[src/rtl/run_det_sched.sv]
// Round-robin scheduler over four serial channels: grants one channel for a
// window of samples and reports the longest run of ones and a threshold hit.
module run_det_sched #(
  parameter int WIN_W = 4
) (
  input  logic             clk,
  input  logic             reset,
  input  logic [3:0]       req,
  input  logic [3:0]       din,
  input  logic [WIN_W-1:0] thresh,
  input  logic [WIN_W-1:0] win_len,
  output logic [3:0]       gnt,
  output logic             busy,
  output logic             done,
  output logic             abort,
  output logic [1:0]       done_id,
  output logic             hit,
  output logic [WIN_W-1:0] max_run
);

  typedef enum logic [1:0] {IDLE, RUN, REPORT} state_t;

  state_t           state_q, state_d;
  logic [1:0]       ptr_q, ptr_d;
  logic [1:0]       chan_q, chan_d;
  logic [3:0]       gnt_q, gnt_d;
  logic [WIN_W-1:0] thr_q, thr_d;
  logic [WIN_W-1:0] win_q, win_d;
  logic [WIN_W-1:0] run_q, run_d;
  logic [WIN_W-1:0] max_q, max_d;
  logic [WIN_W-1:0] cnt_q, cnt_d;
  logic             sticky_q, sticky_d;
  logic             done_q, done_d;
  logic             abort_q, abort_d;
  logic [1:0]       done_id_q, done_id_d;
  logic             hit_q, hit_d;
  logic [WIN_W-1:0] max_run_q, max_run_d;

  // Returns {found, index} of the first set request at or after p, wrapping.
  function automatic logic [2:0] pick(input logic [3:0] r, input logic [1:0] p);
    logic [1:0] idx;
    pick = '0;
    for (int i = 3; i >= 0; i--) begin
      idx = p + 2'(i);
      if (r[idx]) pick = {1'b1, idx};
    end
  endfunction

  logic [2:0]       sel;
  logic [WIN_W-1:0] thr_eff, win_eff;
  logic [WIN_W-1:0] run_new, max_new, cnt_new;
  logic             sticky_new;

  // A zero threshold or window behaves as one.
  assign thr_eff = (thr_q == '0) ? WIN_W'(1) : thr_q;
  assign win_eff = (win_q == '0) ? WIN_W'(1) : win_q;

  always_comb begin
    // NOTE: every signal gets a default first so no path leaves it unassigned (no latches).
    state_d    = state_q;
    ptr_d      = ptr_q;
    chan_d     = chan_q;
    gnt_d      = gnt_q;
    thr_d      = thr_q;
    win_d      = win_q;
    run_d      = run_q;
    max_d      = max_q;
    cnt_d      = cnt_q;
    sticky_d   = sticky_q;
    done_d     = 1'b0;
    abort_d    = 1'b0;
    done_id_d  = done_id_q;
    hit_d      = hit_q;
    max_run_d  = max_run_q;

    sel        = pick(req, ptr_q);
    run_new    = din[chan_q] ? run_q + WIN_W'(1) : '0;
    max_new    = (run_new > max_q) ? run_new : max_q;
    sticky_new = sticky_q | (run_new >= thr_eff);
    cnt_new    = cnt_q + WIN_W'(1);

    unique case (state_q)
      IDLE: begin
        if (sel[2]) begin
          chan_d   = sel[1:0];
          gnt_d    = 4'b0001 << sel[1:0];
          thr_d    = thresh;
          win_d    = win_len;
          run_d    = '0;
          max_d    = '0;
          cnt_d    = '0;
          sticky_d = 1'b0;
          state_d  = RUN;
        end
      end
      RUN: begin
        if (req[chan_q]) begin
          run_d    = run_new;
          max_d    = max_new;
          cnt_d    = cnt_new;
          sticky_d = sticky_new;
          if (cnt_new == win_eff) begin
            state_d   = REPORT;
            gnt_d     = '0;
            done_d    = 1'b1;
            done_id_d = chan_q;
            hit_d     = sticky_new;
            max_run_d = max_new;
            ptr_d     = chan_q + 2'd1;
          end
        end else begin
          // Requester withdrew: drop the window without touching the results.
          state_d = IDLE;
          gnt_d   = '0;
          abort_d = 1'b1;
          ptr_d   = chan_q + 2'd1;
        end
      end
      REPORT:  state_d = IDLE;
      default: state_d = IDLE;
    endcase
  end

  // NOTE: sequential state uses non-blocking assignments so all registers update together.
  always_ff @(posedge clk or negedge reset) begin
    if (!reset) begin
      state_q   <= IDLE;
      ptr_q     <= '0;
      chan_q    <= '0;
      gnt_q     <= '0;
      thr_q     <= '0;
      win_q     <= '0;
      run_q     <= '0;
      max_q     <= '0;
      cnt_q     <= '0;
      sticky_q  <= 1'b0;
      done_q    <= 1'b0;
      abort_q   <= 1'b0;
      done_id_q <= '0;
      hit_q     <= 1'b0;
      max_run_q <= '0;
    end else begin
      state_q   <= state_d;
      ptr_q     <= ptr_d;
      chan_q    <= chan_d;
      gnt_q     <= gnt_d;
      thr_q     <= thr_d;
      win_q     <= win_d;
      run_q     <= run_d;
      max_q     <= max_d;
      cnt_q     <= cnt_d;
      sticky_q  <= sticky_d;
      done_q    <= done_d;
      abort_q   <= abort_d;
      done_id_q <= done_id_d;
      hit_q     <= hit_d;
      max_run_q <= max_run_d;
    end
  end

  assign gnt     = gnt_q;
  assign busy    = |gnt_q;
  assign done    = done_q;
  assign abort   = abort_q;
  assign done_id = done_id_q;
  assign hit     = hit_q;
  assign max_run = max_run_q;

endmodule

[config.mk]
export PLATFORM = sky130hd
export DESIGN_NAME = run_det_sched
export DESIGN_NICKNAME = d
export VERILOG_FILES = /design/src/rtl/run_det_sched.sv
export SDC_FILE = /design/constraint.sdc
export NUM_CORES = 1
export LEC_CHECK = 0
export ABC_AREA = 1
export CAP_MARGIN = 10
export CORE_AREA = 2 2 68 70
export CTS_BUF_LIST = sky130_fd_sc_hd__clkbuf_4
export DETAILED_ROUTE_END_ITERATION = 10
export DIE_AREA = 0 0 70 72
export PLACE_DENSITY_LB_ADDON = 0.25
export SLEW_MARGIN = 15
export SYNTH_ARGS = -nofsm -noshare
export SYNTH_HDL_FRONTEND = slang
export SYNTH_SLANG_ARGS = --single-unit
[constraint.sdc]
create_clock -name clk -period 2.2 [get_ports clk]
set_input_delay 0.44 -clock clk [delete_from_list [all_inputs] [get_ports clk]]
set_output_delay 0.44 -clock clk [all_outputs]
set_load 0.1 [all_outputs]
==> results.py <==
metrics = {
    "layout": {
        "drive_above_1_share_pct": 26.2,
        "layout_commonest_cell": "nand2_1",
        "final_nets": 383,
        "final_cell_mix": "93 x nand2_1, 39 x dfrtp_1, 37 x inv_1",
        "syn2layout_area_growth_pct": 23.7,
        "fin_area_mm2": 0.00297,
        "diodes": 0,
    },
    "critical_path": {
        "cp_slowest_stage_delay_ns": 0.48,
        "critPathRequiredTime_ns": 2.45,
        "critical_path_class": "reg2reg",
        "critPathMaxFanout": 7,
        "ff2ff_path_depth": 14,
        "crit_buf_inv": 2,
        "end_kind": "flop",
        "path_cells": "inv_2 > nand2_1 > nand3_2 > nand2_4 > inv_2 > nor2_4 > ha_1 > nand2_2 > nor2_4 > nand2_2 > nand2_4 > nand3_1 > nand3_1 > nand2_1",
        "cp_slowest_cell": "dfrtp_2",
        "worstReg2RegStart": "chan_q[0]$_DFFE_PN0P_",
        "crit_family": "simple AND/OR/NAND/NOR gates",
        "r2r_end": "max_q[2]$_DFFE_PN0P_",
        "arrival_ns": 2.25,
        "critical_path.startpoint_type": "flop",
        "ff2ff_setup_slack_ns": 0.21,
    },
    "placement": {
        "hpwl_mm": 3.83,
        "io_buffers": 31,
        "placed_area_mm2": 0.00289,
        "gp_congestion": 0.901,
    },
    "clock_tree": {
        "cts_tree": "done",
        "clk_path_buf_depth": 2,
        "worstSkewPairLatency_ns": 0.35,
        "cts_made_buffers": 5,
        "cts_setup_buffers": 0,
        "path_clk_slew_ns": 0.12,
        "cts.sinks": 40,
        "ctsResizeCount": 0,
        "cts_hold_buf": 0,
        "cts-htree-levels": 2,
        "root_buffer": "clkbuf_4",
    },
    "routing": {
        "wire_per_inst_um": 11.8,
        "wl_mm": 4.87,
        "routed_via_density": 4.90,
        "vias": 2029,
        "antenna_left": 0,
        "drc_errors": 0,
        "dr.pass1.iters": 4,
        "drt-initial-drc-count": 110,
    },
    "floorplan": {
        "die_w_um": 70,
        "boundaryPins": 32,
        "coreArea_mm2": 0.00426,
        "fp-row-count": 24,
        "die-area_mm2": 0.00504,
        "start_util_pct": 56.4,
        "fp.dieH_um": 72,
    },
    "timing": {
        "tightestPinTransition_ns": 0.497,
        "setup_viol": 0,
        "final_max_slew_viol_count": 0,
        "finalSetupTns_ns": 0,
        "clock.fmax_ghz": 0.501,
        "hold_slack_ns": 0.129,
        "final-hold-violation-count": 0,
        "post-route-period-util_pct": 90.6,
        "period_needed_ns": 1.99,
        "rsz0062_at_grt": "false",
        "skew_ns": 0.00680,
        "relSlewSlack_pct": 66.8,
    },
    "grt": {
        "groute.layer.met1.usage_pct": 29.9,
        "grt_first_pass_wirelength_mm": 8.98,
        "busiest_layer": "met2",
        "grt_util_met3_pct": 5.14,
        "grt_max_degree": 41,
        "antenna_found_initial": 0,
        "grt_pass1_vias": 2031,
        "grtUsageMet2_pct": 35.8,
        "overflow": 0,
        "track_usage_pct": 22.2,
    },
    "flow_run": {
        "maxCapViolCount": 0,
    },
    "synth": {
        "syn_area_per_cell_um2": 7.83,
        "synth_seq_cells": 40,
        "syn_inst": 307,
        "post_synth_num_cell_types": 32,
        "ys_warn_count": 0,
        "synth_nets": 329,
        "syn_area_mm2": 0.00240,
        "seq_area_frac_synth_pct": 41.6,
    },
    "min_path": {
        "hold_path_class": "in2async",
    },
    "run_status": {
        "status": "finished clean",
    },
}
routing by layer:
| layer | part of all wire [%] | routed length (µm) | vias up |
|---|---|---|---|
| met4 | 1.0 | 51 | 0 |
| met3 | 4.0 | 194 | 5 |
| met5 | 0 | 0 | - |
| met2 | 47 | 2280 | 38 |
| met1 | 48 | 2350 | 918 |
| li1 | - | - | 1068 |
Yosys cell counts, drive strengths merged:
cell / instances / area share, %
nand3: 28 / 6.9
nand3b: 2 / 0.62
xnor2: 1 / 0.36
o21ai: 26 / 5.9
ha: 4 / 2.1
a21oi: 6 / 1.4
xor2: 9 / 3.3
o211ai: 1 / 0.31
nand4: 1 / 0.26
o21bai: 1 / 0.47
a31oi: 1 / 0.26
buf: 4 / 1.3
or4: 1 / 0.31
nor2: 17 / 4.9
nor3: 2 / 0.62
nand2: 116 / 22
inv: 46 / 7.4
dfrtp: 40 / 42
a22oi: 1 / 0.31
how the worst max path moves through the flow:
stage / start / end / slack (ns) / depth (start not counted)
5_1_grt: chan_q[0]$_DFFE_PN0P_ / max_q[3]$_DFFE_PN0P_ / 0.005 / 14
3_3_place_gp: req[3] / gnt[2]$_DFFE_PN0P_ / -0.05 / 12
6_report: chan_q[0]$_DFFE_PN0P_ / max_q[2]$_DFFE_PN0P_ / 0.21 / 14
3_5_place_dp: din[1] / max_q[2]$_DFFE_PN0P_ / -0.12 / 15
4_1_cts: cnt_q[0]$_DFFE_PN0P_ / ptr_q[0]$_DFFE_PN0P_ / 0.12 / 9
2_1_floorplan: gnt[1]$_DFFE_PN0P_ / busy / 0.18 / 1
layout make-up:
class / instances / area, µm²
fill: 361 / 1290
sequential: 40 / 1000
inverter: 46 / 178
multi-input combinational: 217 / 1200
timing repair buffer: 51 / 445
clock buffer: 6 / 45.0
clock inverter: 2 / 35.0
tap: 52 / 65.1
metrics by stage:
| step | utilization (%) | worst slack, ns | instances |
|---|---|---|---|
| 4_1_cts | 69.6 | 0.121 | 414 |
| 2_1_floorplan | - | 0.183 | 307 |
| 3_5_place_dp | 67.7 | -0.118 | 406 |
| 5_1_grt | 69.7 | 0.00481 | 414 |
| 6_report | 69.7 | 0.206 | 414 |
| 3_3_place_gp | 67.7 | -0.0502 | 406 |
sequential cells by signal (all words and copies together), names as in the netlist:
register / cells
abort: 1
chan_q: 2
cnt_q: 4
done: 1
done_id: 2
gnt: 4
hit: 1
max_q: 4
max_run: 4
ptr_q: 2
run_q: 4
state_q: 2
sticky_q: 1
thr_q: 4
win_q: 4
cells by family (layout without fill, tap and decap cells):
family | after synthesis | in the layout | share of synthesized area [%]
AND/OR/NAND/NOR | 167 | 167 | 35.3
buffers and inverters | 50 | 105 | 8.69
flip-flops | 40 | 40 | 41.6
AO/OA/AOI/OAI | 36 | 36 | 8.64
XOR/XNOR | 10 | 10 | 3.64
adder cells (fa/ha/maj) | 4 | 4 | 2.08
Power is left out: the tool's default activity adds up to more than one toggle a clock period on the data nets, which glitch-free logic cannot reach.
